[src/rtl/des_ks_pkg.sv]
// Shared definitions for the streaming DES/TDES key schedule: state and C/D
// operation enums, the FIPS 46-3 shift table, and the PC1/PC2 permutations.
package des_ks_pkg;

  typedef enum logic {ST_IDLE, ST_RUN} ks_state_e;

  typedef enum logic [1:0] {CD_HOLD, CD_LOAD, CD_ROTL, CD_ROTR} cd_op_e;

  // Left-shift amount applied before generating round key n+1 (0-based index).
  localparam logic [1:0] KS_SHIFT [16] = '{
    2'd1, 2'd1, 2'd2, 2'd2, 2'd2, 2'd2, 2'd2, 2'd2,
    2'd1, 2'd2, 2'd2, 2'd2, 2'd2, 2'd2, 2'd2, 2'd1
  };

  // FIPS bit numbers (1 = MSB of the 64-bit key) selected by PC1.
  localparam int unsigned PC1_TAB [56] = '{
    57, 49, 41, 33, 25, 17,  9,
     1, 58, 50, 42, 34, 26, 18,
    10,  2, 59, 51, 43, 35, 27,
    19, 11,  3, 60, 52, 44, 36,
    63, 55, 47, 39, 31, 23, 15,
     7, 62, 54, 46, 38, 30, 22,
    14,  6, 61, 53, 45, 37, 29,
    21, 13,  5, 28, 20, 12,  4
  };

  // FIPS bit numbers (1 = MSB of C) selected by PC2 from the 56-bit C||D.
  localparam int unsigned PC2_TAB [48] = '{
    14, 17, 11, 24,  1,  5,
     3, 28, 15,  6, 21, 10,
    23, 19, 12,  4, 26,  8,
    16,  7, 27, 20, 13,  2,
    41, 52, 31, 37, 47, 55,
    30, 40, 51, 45, 33, 48,
    44, 49, 39, 56, 34, 53,
    46, 42, 50, 36, 29, 32
  };

  function automatic bit ks_num_keys_ok(int n);
    return (n == 1) || (n == 3);
  endfunction

  function automatic logic ks_shift_is_two(logic [3:0] idx);
    return KS_SHIFT[idx] == 2'd2;
  endfunction

  function automatic logic [27:0] rotl28(logic [27:0] x, logic two);
    return two ? {x[25:0], x[27:26]} : {x[26:0], x[27]};
  endfunction

  function automatic logic [27:0] rotr28(logic [27:0] x, logic two);
    return two ? {x[1:0], x[27:2]} : {x[0], x[27:1]};
  endfunction

  // C and D halves rotate independently.
  function automatic logic [55:0] cd_rotl(logic [55:0] cd, logic two);
    return {rotl28(cd[55:28], two), rotl28(cd[27:0], two)};
  endfunction

  function automatic logic [55:0] cd_rotr(logic [55:0] cd, logic two);
    return {rotr28(cd[55:28], two), rotr28(cd[27:0], two)};
  endfunction

  function automatic logic [55:0] des_pc1(logic [63:0] k);
    logic [55:0] r;
    r = '0;
    for (int i = 0; i < 56; i++) r[55-i] = k[64-PC1_TAB[i]];
    return r;
  endfunction

  function automatic logic [47:0] des_pc2(logic [55:0] cd);
    logic [47:0] r;
    r = '0;
    for (int i = 0; i < 48; i++) r[47-i] = cd[56-PC2_TAB[i]];
    return r;
  endfunction

  // Encrypt starts from C1/D1 (one left shift); decrypt starts from C0/D0,
  // which equals C16/D16 because the total rotation is a full 28 bits.
  function automatic logic [55:0] ks_load_cd(logic [63:0] k, logic dec);
    logic [55:0] p;
    p = des_pc1(k);
    return dec ? p : cd_rotl(p, 1'b0);
  endfunction

endpackage

[src/rtl/des_ks_cd_reg.sv]
// 56-bit C/D state register: load, rotate left/right by 1 or 2, or hold.
module des_ks_cd_reg import des_ks_pkg::*; (
  input  logic        clk,
  input  logic        nrst,
  input  logic [1:0]  op,
  input  logic        two,
  input  logic [55:0] load_val,
  output logic [55:0] cd
);

  logic [55:0] cd_d, cd_q;

  // Select the next C/D value from the requested operation.
  always_comb begin
    cd_d = cd_q;
    case (op)
      CD_LOAD: cd_d = load_val;
      CD_ROTL: cd_d = cd_rotl(cd_q, two);
      CD_ROTR: cd_d = cd_rotr(cd_q, two);
      default: cd_d = cd_q;
    endcase
  end

  // C/D storage, cleared by reset.
  always_ff @(posedge clk or negedge nrst) begin
    if (!nrst) cd_q <= '0;
    else       cd_q <= cd_d;
  end

  assign cd = cd_q;

endmodule

[src/rtl/des_key_sched_stream.sv]
// Iterative DES/TDES key schedule streaming one 48-bit round key per
// valid/ready handshake. Optional key byte parity check is built when
// DES_KEY_PARITY_CHK_EN is defined; otherwise key_par_err is tied low.
module des_key_sched_stream import des_ks_pkg::*; #(
  parameter int NUM_KEYS = 3
) (
  input  logic                  clk,
  input  logic                  nrst,
  input  logic                  flush,
  input  logic                  req_valid,
  output logic                  req_ready,
  input  logic [64*NUM_KEYS-1:0] req_key,
  input  logic                  req_decrypt,
  output logic                  rk_valid,
  input  logic                  rk_ready,
  output logic [47:0]           rk_data,
  output logic [3:0]            rk_round,
  output logic [1:0]            rk_key_idx,
  output logic                  rk_last,
  output logic                  key_par_err
);

  if (!ks_num_keys_ok(NUM_KEYS)) begin : g_bad_num_keys
    $error("des_key_sched_stream: NUM_KEYS must be 1 or 3");
  end

  localparam logic [1:0] LAST_SEQ = 2'(NUM_KEYS - 1);

  ks_state_e             state_q, state_d;
  logic [1:0]            seq_q, seq_d;
  logic [3:0]            round_q, round_d;
  logic                  dec_q, dec_d;
  logic [64*NUM_KEYS-1:0] key_q, key_d;

  logic [1:0]  key_idx, nxt_seq, nxt_idx, first_idx;
  logic        cur_dec;
  logic [63:0] nxt_key, first_key;
  cd_op_e      cd_op;
  logic        cd_two;
  logic [55:0] cd_load, cd;

  // Key order: encrypt walks K1..K3, decrypt walks K3..K1; direction
  // alternates per key around the requested one (EDE).
  always_comb begin
    key_idx   = dec_q ? (LAST_SEQ - seq_q) : seq_q;
    cur_dec   = dec_q ^ seq_q[0];
    nxt_seq   = seq_q + 2'd1;
    nxt_idx   = dec_q ? (LAST_SEQ - nxt_seq) : nxt_seq;
    if (nxt_idx > LAST_SEQ) nxt_idx = LAST_SEQ;
    nxt_key   = key_q[64*int'(nxt_idx) +: 64];
    first_idx = req_decrypt ? LAST_SEQ : 2'd0;
    first_key = req_key[64*int'(first_idx) +: 64];
  end

  // FSM next state, counters and C/D control; flush overrides everything.
  always_comb begin
    state_d = state_q;
    seq_d   = seq_q;
    round_d = round_q;
    dec_d   = dec_q;
    key_d   = key_q;
    cd_op   = CD_HOLD;
    cd_two  = 1'b0;
    cd_load = '0;
    case (state_q)
      ST_IDLE: begin
        if (req_valid) begin
          state_d = ST_RUN;
          seq_d   = '0;
          round_d = '0;
          dec_d   = req_decrypt;
          key_d   = req_key;
          cd_op   = CD_LOAD;
          cd_load = ks_load_cd(first_key, req_decrypt);
        end
      end
      ST_RUN: begin
        if (rk_ready) begin
          if (round_q != 4'd15) begin
            round_d = round_q + 4'd1;
            cd_op   = cur_dec ? CD_ROTR : CD_ROTL;
            cd_two  = cur_dec ? ks_shift_is_two(4'd15 - round_q)
                              : ks_shift_is_two(round_q + 4'd1);
          end else if (seq_q != LAST_SEQ) begin
            seq_d   = nxt_seq;
            round_d = '0;
            cd_op   = CD_LOAD;
            cd_load = ks_load_cd(nxt_key, dec_q ^ nxt_seq[0]);
          end else begin
            state_d = ST_IDLE;
            seq_d   = '0;
            round_d = '0;
          end
        end
      end
      default: state_d = ST_IDLE;
    endcase
    if (flush) begin
      state_d = ST_IDLE;
      seq_d   = '0;
      round_d = '0;
      dec_d   = dec_q;
      key_d   = key_q;
      cd_op   = CD_HOLD;
    end
  end

  // Control state registers.
  always_ff @(posedge clk or negedge nrst) begin
    if (!nrst) begin
      state_q <= ST_IDLE;
      seq_q   <= '0;
      round_q <= '0;
      dec_q   <= 1'b0;
    end else begin
      state_q <= state_d;
      seq_q   <= seq_d;
      round_q <= round_d;
      dec_q   <= dec_d;
    end
  end

  // Captured request keys; only meaningful while a request is running.
  always_ff @(posedge clk) begin
    key_q <= key_d;
  end

  des_ks_cd_reg u_cd (
    .clk      (clk),
    .nrst     (nrst),
    .op       (cd_op),
    .two      (cd_two),
    .load_val (cd_load),
    .cd       (cd)
  );

  assign req_ready  = (state_q == ST_IDLE);
  assign rk_valid   = (state_q == ST_RUN);
  assign rk_data    = rk_valid ? des_pc2(cd) : 48'd0;
  assign rk_round   = round_q;
  assign rk_key_idx = rk_valid ? key_idx : 2'd0;
  assign rk_last    = rk_valid && (round_q == 4'd15) && (seq_q == LAST_SEQ);

`ifdef DES_KEY_PARITY_CHK_EN
  logic par_bad, par_err_d, par_err_q;

  // Every key byte must have odd parity; result latched at acceptance.
  always_comb begin
    par_bad = 1'b0;
    for (int b = 0; b < 8*NUM_KEYS; b++)
      if (!(^req_key[8*b +: 8])) par_bad = 1'b1;
    par_err_d = par_err_q;
    if (flush)                                   par_err_d = 1'b0;
    else if (state_q == ST_IDLE && req_valid)    par_err_d = par_bad;
  end

  // Parity error flag register.
  always_ff @(posedge clk or negedge nrst) begin
    if (!nrst) par_err_q <= 1'b0;
    else       par_err_q <= par_err_d;
  end

  assign key_par_err = par_err_q;
`else
  assign key_par_err = 1'b0;
`endif

endmodule
[config.mk]
export PLATFORM = sky130hd
export DESIGN_NAME = des_key_sched_stream
export DESIGN_NICKNAME = d
export VERILOG_FILES = /design/src/rtl/des_ks_pkg.sv /design/src/rtl/des_ks_cd_reg.sv /design/src/rtl/des_key_sched_stream.sv
export SDC_FILE = /design/constraint.sdc
export NUM_CORES = 1
export LEC_CHECK = 0
export CAP_MARGIN = 20
export CORE_MARGIN = 2
export CORE_UTILIZATION = 48
export DETAILED_ROUTE_END_ITERATION = 8
export MAX_ROUTING_LAYER = met4
export PLACE_DENSITY = 0.77
export SETUP_SLACK_MARGIN = 0.02
export SLEW_MARGIN = 20
export SYNTH_ARGS = -nofsm -noshare
export SYNTH_HDL_FRONTEND = slang
export SYNTH_HIERARCHICAL = 1
export SYNTH_SLANG_ARGS = --single-unit
[constraint.sdc]
create_clock -name clk -period 9.3 [get_ports clk]
set_clock_uncertainty 0.15 [all_clocks]
set_input_delay 1.395 -clock clk [delete_from_list [all_inputs] [get_ports clk]]
set_output_delay 1.395 -clock clk [all_outputs]
set_load 0.01 [all_outputs]
## After elaboration in Yosys (flattened, before gate mapping)

Memory sizes are Yosys's and may differ from the RTL's.
Index checks and enable logic that the tools add are counted.

| storage, ports and cells | value |
|---|---|
| memories kept | 2 |
| register bits | 256 |
| input port bits | 198 |
| output and inout port bits | 58 |
| memory bits (read-only) | 64 |

Memory list:

| memory | depth | width | read ports | clocked after Yosys merged registers in | write ports | RTL line | text |
|---|---|---|---|---|---|---|---|
| (no name shown) | 16 | 2 | 1 | 0 | 0 | des_ks_pkg.sv:44 | `return KS_SHIFT[idx] == 2'd2;` |
| (no name shown) | 16 | 2 | 1 | 0 | 0 | des_ks_pkg.sv:44 |  |

| operators by class | value |
|---|---|
| magnitude comparators | 3 |
| shifts and indexed selects | 2 |
| add/sub/neg operators | 5 |
| bitwise logic cells | 6 |
| reductions and logical operators | 6 |
| equality and inequality tests | 12 |
| multiplexer cells | 50 |

Operators by type and width:

| kind | count |
|---|---|
| 192-bit by 9-bit indexed part select with 64-bit output | 2 |
| 56-bit 2-to-1 mux | 6 |
| 56-bit case mux with 3 select lines | 1 |
| 28-bit 2-to-1 mux | 4 |
| 56-bit case mux with 2 select lines | 1 |
| 48-bit 2-to-1 mux | 1 |
| 2-bit 2-to-1 mux | 17 |
| 4-bit 2-to-1 mux | 4 |
| 1-bit 2-to-1 mux | 12 |
| 2-bit equality test (second input constant) | 5 |
| 5-bit >= comparator (second input constant) | 2 |
| 4-bit NOT with 5-bit output | 2 |
| 3-bit != test (second input constant) | 3 |
| 2-bit case mux with 2 select lines | 2 |
| 4-bit case mux with 2 select lines | 1 |
| 3-bit AND reduction | 2 |
| 4-bit by 1-bit adder with 4-bit output (second input constant) | 1 |
| 4-bit equality test (second input constant) | 1 |
| 4-bit != test (second input constant) | 1 |
| 2-bit subtractor (first input constant) | 2 |
| 4-bit subtractor (first input constant) | 1 |
| 3-bit nonzero test | 1 |
| 2-bit by 1-bit adder with 2-bit output (second input constant) | 1 |
| 2-bit by 1-bit equality test with 1-bit output (second input constant) | 1 |
| 7 further kinds | 10 |

## Longest topological paths before layout

Gate-level depths: netlist of run 1.

| depth | value |
|---|---|
| word-level depth | 12 |
| mapped depth | 13 |

## Cells and area by module

Netlist of run 1, hierarchy kept.

By module, submodules not included:

| module | area an instance (um^2) | cells each | times used |
|---|---|---|---|
| des_key_sched_stream | 10114.7 | 841 | 1 |
| des_ks_cd_reg | 3717.3 | 320 | 1 |

## Worst setup path after synthesis of run 1

OpenSTA, ideal clock, no wires.

| timing | value |
|---|---|
| kind | in2reg |
| start | in flush |
| end | reg dec_q |
| data arrival time | 9.634 ns |
| slack | -0.586 ns |
| cell stages on the path | 3 |
| data required time | 9.048 ns |
| setup time | 0.102 ns |
| cell sequence | clkbuf_1 > nor2_1 > mux2_2 |

| on the way | value |
|---|---|
| longest elaborated chain between the ends | 2 |

RTL lines:

| element | RTL line | text |
|---|---|---|
| start, declared | des_key_sched_stream.sv:9 | `input logic flush,` |
| 1-bit NOT (no line) | -- |  |
| 3-bit AND reduction (no line) | -- |  |
| end signal, assigned | des_key_sched_stream.sv:114 | `dec_q <= 1'b0;` |
| end signal, assigned | des_key_sched_stream.sv:119 | `dec_q <= dec_d;` |
| end, declared | des_key_sched_stream.sv:32 | `logic dec_q, dec_d;` |

No other way between the ends.
A chain may end at the register's enable or synchronous reset.

## Worst setup path in the final report of run 1

| timing | value |
|---|---|
| start | in rk_ready |
| end | reg u_cd.cd_q[50], in the netlist u_cd/cd[50] |

| on the way | value |
|---|---|
| elaborated cells on any way between the ends | 14 |
| classes of those cells | 3 x eq/ne; 10 x mux; 1 x reduce/logical |

RTL lines:

| element | RTL line | text |
|---|---|---|
| start, declared | des_key_sched_stream.sv:15 | `input logic rk_ready,` |
| 1-bit 2-to-1 mux (*) | des_key_sched_stream.sv:78 | `if (rk_ready) begin` |
| 1-bit 2-to-1 mux (*) | des_key_sched_stream.sv:65 | `case (state_q)` |
| net cd_two | des_key_sched_stream.sv:39 | `logic cd_two;` |
| 28-bit 2-to-1 mux (on tied branches) | des_ks_pkg.sv:52, des_ks_pkg.sv:48 |  |
| 56-bit case mux with 3 select lines (*) | des_ks_cd_reg.sv:16 | `case (op)` |
| end signal, assigned | des_ks_cd_reg.sv:26 | `if (!nrst) cd_q <= '0;` |
| end signal, assigned | des_ks_cd_reg.sv:27 | `else cd_q <= cd_d;` |
| end, declared | des_ks_cd_reg.sv:11 | `logic [55:0] cd_d, cd_q;` |

The timed path passes the listed nets; every way through them passes the cells marked *.

==> out/metrics.csv, run 1 <==
metric;value;unit
endpoint;u_cd/cd[50]$_DFFE_PN0P_;
critical_path.cell_chain;clkdlybuf4s50_1 > nand3_1 > a21oi_4 > buf_4 > mux2_2 > a222oi_1 > o21ai_1;
fin_ws;4944;ps
relSlewSlack;21.71;%
place_congestion;0.8244;
required;9560;ps
yosysMostFrequentCell;edfxtp_1;
post-dp-hpwl;23410;microns
critical_path.max_stage_delay;810;ps
setup_viol;0;
fin_crit;4356;ps
powerDensity;162.6;mW/mm^2
synthCells;1161;
cpMaxStageDelayCell;buf_4;
rsz0062_at_grt;false;
synth_nets;1365;
grt_overflow;0;
min_period_over_period;46.84;%
whs;448.5;ps
clk_pin_slew;60;ps
cts-buffers-inserted;27;
setup_tns;0;ps
synth_ff_type;edfxtp_1;
io_buffers;230;
drcViolationCount;0;
power.leakage;0.006772;uW
synth_area;0.01383;sq mm
syn_to_final_growth;22.64;%
htreeDepth;1;
cts_tree;built;
synth.top_cell.area_share;36.47;%
postCtsResizedCells;0;
clock-sinks;232;
avgRoutedWirePerCell;23.21;microns
grt_pass1_wl;61660;microns
hp-class;reg -> reg;
seq_area;0.006648;sq mm
timing.fmax;0.2296;GHz
crit_family;buffers and inverters;
critPathBufInv;2;
cts-root-buf;clkbuf_16;
synth_edf_count;168;
yosys_warnings;6;
via_count;11230;
die_w;173.8;microns
status;finished, final reports clean;
io_pins;256;
multi_input_area;0.006525;sq mm
synth_top_cell_by_area;edfxtp_1;
post-cts-setup-buffers;0;
async_flop_share;27.59;%
antenna_left;0;
end_kind;flop;
cp_num_cells;7;
grt_busiest_layer;met2;
clockBufferDepth;3;
grt_usage;25.98;%
core;0.02855;sq mm
drt_iter0_drc;1335;
maxCapViolCount;0;
antenna_found_initial;1;
arrival;4610;ps
die_height;173.8;microns
path_max_fanout;56;
dr.pass1.iters;9;
vias_per_cell;6.569;
report.final.slew_viol_count;0;
hold_viol;0;
post-place-ws;4395;ps
grtUsageMet2;40.67;%
hold_buffers;0;
fin_nets;1506;
rrSetupSlack;4950;ps
ys_ff_latch;232;
drt_wl_total;39690;microns
synth.distinct_cells;53;
fillers;2309;
num_rows;62;
startpoint_type;input pin;
r2r-start;seq_q[0]$_DFFE_PN0P_;
use_met3;3.289;%
cp-startpoint;rk_ready;
avgSynthCellArea;11.91;sq um
clk_latency;560;ps
start_util;48.45;%
grt_pass1_vias;11020;
post-route-util;59.42;%
reg2reg_depth;8;
layout-drive-gt1-share;12.40;%
dieArea;0.03019;sq mm
grt_use_met1;35.20;%
vdd.ir_drop.worst;0.1378;mV
yosysSeqAreaShare;48.05;%
yosys-top-cells-count;edfxtp_1 (168), mux2i_1 (112), nor4_1 (112);
critPathKind;in -> reg;
grt_max_degree;170;
netlist_top_cells_area;edfxtp_1 (36%), dfrtp_1 (12%), mux2i_1 (8.1%), nor4_1 (5.1%), o211a_1 (4.1%);
tightest_slew;1174;ps
rr_endpoint;u_cd/cd[50]$_DFFE_PN0P_;
cell type report:
cell class                      count  area share (%)
Clock inverter                     10          0.5532
Tap cell                          384           2.832
Clock buffer                       40           4.389
Timing Repair Buffer              247           14.37
Inverter                            7          0.1623
Multi-Input combinational cell    787           38.46
Sequential cell                   232           39.19
Antenna cell                        3         0.04425
logic make-up (layout without fill, tap and decap cells):
family / Yosys count / count (layout) / share of synthesized area [%]
muxes: 172 / 172 / 13.42
DFF: 232 / 232 / 48.05
other: 1 / 4 / 0.02711
xor gates and xnor gates: 2 / 2 / 0.1267
buffers and inverters: 142 / 304 / 5.473
and+or+nand+nor: 360 / 360 / 17.51
AOI/OAI and AO/OA: 246 / 246 / 14.84
adders and majority gates: 6 / 6 / 0.5427
through the flow:
stage,cells,power (uW),instance area [sq um]
finish,1710,2759,16960
global route,1708,2863,16960
CTS,1707,2771,16950
detailed placement,1657,1752,16110
global placement,1657,1741,16110
floorplan,1161,1545,13830
worst register-to-register path, cell delays in order (launching register included):
cell      delay (ps)
dfrtp_1          690
xnor2_2          150
buf_4            360
a221o_1          410
a21oi_4          770
buf_4            820
mux2_2           500
a222oi_1         240
o21ai_1          130
flip-flops by register name (all words and copies together), names as in the netlist:
register,count
key_q,168
u_cd/cd,56
rk_round,4
seq_q,2
dec_q,1
rk_valid,1
where the power goes:
| group | internal [uW] | switching [uW] | leakage (uW) |
|---|---|---|---|
| Clock | 584 | 434 | 0.000407 |
| Sequential | 1190 | 80.6 | 0.00241 |
| Combinational | 242 | 229 | 0.00395 |
| Total | 2020 | 744 | 0.00677 |
layer usage:
layer	routed length [microns]	up-vias
met4	1286	0
li1	-	5045
met3	3012	79
met2	18690	585
met1	16710	5524
met5	0	-
worst min path at each step:
stage	from	endpoint	slack [ps]	cells past startpoint
finish	u_cd/cd[24]$_DFFE_PN0P_	u_cd/cd[24]$_DFFE_PN0P_	450	2
detailed placement	u_cd/cd[21]$_DFFE_PN0P_	u_cd/cd[21]$_DFFE_PN0P_	440	2
global placement	u_cd/cd[21]$_DFFE_PN0P_	u_cd/cd[21]$_DFFE_PN0P_	420	2
CTS	u_cd/cd[21]$_DFFE_PN0P_	u_cd/cd[21]$_DFFE_PN0P_	450	2
floorplan	u_cd/cd[2]$_DFFE_PN0P_	u_cd/cd[2]$_DFFE_PN0P_	380	2
global route	seq_q[1]$_DFFE_PN0P_	seq_q[1]$_DFFE_PN0P_	470	1
layout by cell type, fill, tap and decap left out, types with 56 or more instances in the layout:
cell type	instances
mux2i_1	112
o32ai_1	56
and4_1	56
dfrtp_1	63
nor4_1	112
clkdlybuf4s50_1	228
nand2_1	60
edfxtp_1	168
o211a_1	56
No activity file was read; power rests on OpenSTA's default activity.
==> run 2: changes to the inputs <==
--- a/config.mk
+++ b/config.mk
@@ -7,10 +7,10 @@
 export LEC_CHECK = 0
 export CAP_MARGIN = 20
 export CORE_MARGIN = 2
-export CORE_UTILIZATION = 48
+export CORE_UTILIZATION = 53
 export DETAILED_ROUTE_END_ITERATION = 8
 export MAX_ROUTING_LAYER = met4
-export PLACE_DENSITY = 0.77
+export PLACE_DENSITY = 0.81
 export SETUP_SLACK_MARGIN = 0.02
 export SLEW_MARGIN = 20
 export SYNTH_ARGS = -nofsm -noshare
==> constraint.sdc (replaced) <==
create_clock -name clk -period 4.1 [get_ports clk]
set_clock_uncertainty 0.15 [all_clocks]
set_input_delay 0.615 -clock clk [delete_from_list [all_inputs] [get_ports clk]]
set_output_delay 0.615 -clock clk [all_outputs]
set_load 0.01 [all_outputs]
==> run 2 against run 1 <==
Against the previous run:
- combinational power grew 130%
- core utilization grew 6.9 points
- setup slack lost 4500 ps
- sequential cell count is the same
- final cell count shrank 1.8%
- first-iteration DRC count grew 32%
- register-to-register slack lost 4500 ps
- via count grew 1.6%
- total power grew 130%
==> out/metrics.csv, run 2 (synthesized netlist as in run 1, its figures left out) <==
metric;value;unit;change
status;finished, final reports clean;;
layout-drive-gt1-share;13.22;%;+0.82 points
placed_cell_area;0.01624;sq mm;+0.82%
dp.cells;1622;;-2.1%
dr.pass1.iters;6;;-3
post-cts-setup-buffers;0;;unchanged
die_w;165.6;microns;-4.7%
post-place-ws;541.9;ps;-3853 ps
avgRoutedWirePerCell;23.36;microns;+0.62%
critical_path.cell_chain;inv_1 > ha_2 > a21bo_2 > and4_1 > nor4_1 > o32ai_1 > a222oi_1 > o21ai_1;;
post-dp-hpwl;24450;microns;+4.5%
fin_ws;421.3;ps;-4523 ps
critPathKind;reg -> reg;;
num_rows;59;;-4.8%
place_congestion;0.8295;;+0.62%
power.leakage;0.006875;uW;+1.5%
crit_family;compound AO/OA/AOI/OAI gates;;
startpoint_type;flop;;
path_max_fanout;56;;unchanged
reg2reg_depth;8;;unchanged
report.final.slew_viol_count;0;;unchanged
fin_area;0.01714;sq mm;+1.0%
drcViolationCount;0;;unchanged
critPathBufInv;1;;-1
syn_to_final_growth;23.91;%;
dieArea;0.02741;sq mm;-9.2%
core;0.02584;sq mm;-9.5%
layout_commonest_cell;clkdlybuf4s50_1;;
antenna_found_initial;5;;+4
grt_overflow;0;;unchanged
vdd.ir_drop.worst;0.2755;mV;+100%
postCtsResizedCells;0;;unchanged
vias_per_cell;6.796;;+3.5%
io_buffers;230;;unchanged
rrSetupSlack;420;ps;-4530 ps
min_period_over_period;89.72;%;
cts-root-buf;clkbuf_16;;
die_height;165.6;microns;-4.7%
required;4340;ps;-5220 ps
grt_pass1_vias;11040;;+0.20%
arrival;3920;ps;-690 ps
largest_register_ffs;168;;unchanged
largest_register;key_q;;
hold_viol;0;;unchanged
rsz0062_at_grt;false;;
setup_viol;0;;unchanged
io_pins;256;;unchanged
grt_max_degree;114;;-33%
cpMaxStageDelayCell;dfrtp_1;;
fin_crit;3679;ps;
clockBufferDepth;3;;unchanged
cts-buffers-inserted;28;;+3.7%
fillers;1949;;-16%
powerDensity;372.4;mW/mm^2;+130%
hp-class;in -> async;;
grt_pass1_wl;60290;microns;-2.2%
total_power;6382;uW;+130%
antenna_left;0;;unchanged
cp_num_cells;8;;+1
relSlewSlack;18.22;%;-3.5 points
clk_pin_slew;60;ps;about the same
timing.fmax;0.2718;GHz;
cts_tree;built;;
maxCapViolCount;0;;unchanged
clk_latency;540;ps;-20 ps
layout_common_cells;clkdlybuf4s50_1 (228), edfxtp_1 (168), nor4_1 (112), mux2i_1 (112), dfrtp_1 (63);;
drt_iter0_drc;1766;;+32%
start_util;53.54;%;+5.1 points
setup_tns;0;ps;unchanged
drt_wl_total;39220;microns;-1.2%
clock-sinks;232;;unchanged
grt_usage;28.57;%;+2.6 points
fin_nets;1521;;+1.0%
critical_path.max_stage_delay;680;ps;-130 ps
htreeDepth;1;;unchanged
fin_cells;1679;;-1.8%
end_kind;flop;;
tightest_slew;1227;ps;+52.28 ps
hold_buffers;0;;unchanged
via_count;11410;;+1.6%
## run 2: cell count changes in the layout (fill, tap and decap cells not counted), sizes merged
| cell | before | now |
|---|---|---|
| clkinvlp | 1 | 0 |
| bufinv | 1 | 2 |
| inv | 8 | 6 |
| clkinv | 7 | 12 |
| buf | 19 | 33 |
| clkbuf | 40 | 39 |
| diode | 3 | 5 |
## run 2: worst paths after layout
| path | endpoint | startpoint |
|---|---|---|
| min | u_cd/cd[46]$_DFFE_PN0P_ | nrst |
| max | u_cd/cd[11]$_DFFE_PN0P_ | seq_q[0]$_DFFE_PN0P_ |
| min in group clk | u_cd/cd[13]$_DFFE_PN0P_ | u_cd/cd[13]$_DFFE_PN0P_ |
| min reg2reg | u_cd/cd[13]$_DFFE_PN0P_ | u_cd/cd[13]$_DFFE_PN0P_ |
| max in group asynchronous | rk_valid$_DFF_PN0_ | nrst |
| max reg2reg | u_cd/cd[11]$_DFFE_PN0P_ | seq_q[0]$_DFFE_PN0P_ |
## run 2: stage by stage
step | hold WS [ps] | util, %
5_1_grt | 110.1 | 66.33
3_5_place_dp | 429.6 | 62.85
2_1_floorplan | 169.4 | -
6_report | 33.31 | 66.33
3_3_place_gp | 417.8 | 62.85
4_1_cts | 81.91 | 66.29
## run 2: where the power goes
group	internal [uW]	switching, uW
sequential	2700	171
combinational	558	528
clock	1450	982
total	4700	1680
## run 2: cell type report
cell class | count | area, sq um | share of cell area [%]
flip-flops and latches | 232 | 6648 | 38.79
diodes | 5 | 12.51 | 0.07300
clock buffers | 39 | 783.3 | 4.570
inverters | 7 | 27.53 | 0.1606
repair buffers | 261 | 2630 | 15.35
multi-input cells | 787 | 6514 | 38.01
well taps | 335 | 419.2 | 2.446
clock inverters | 13 | 105.1 | 0.6132
## run 2: routing by layer
metal	part of all wire [%]	global-route usage [%]
met1	40	38.72
met2	47	44.70
met3	9.3	4.246
met4	2.9	8.817
met5	0	-
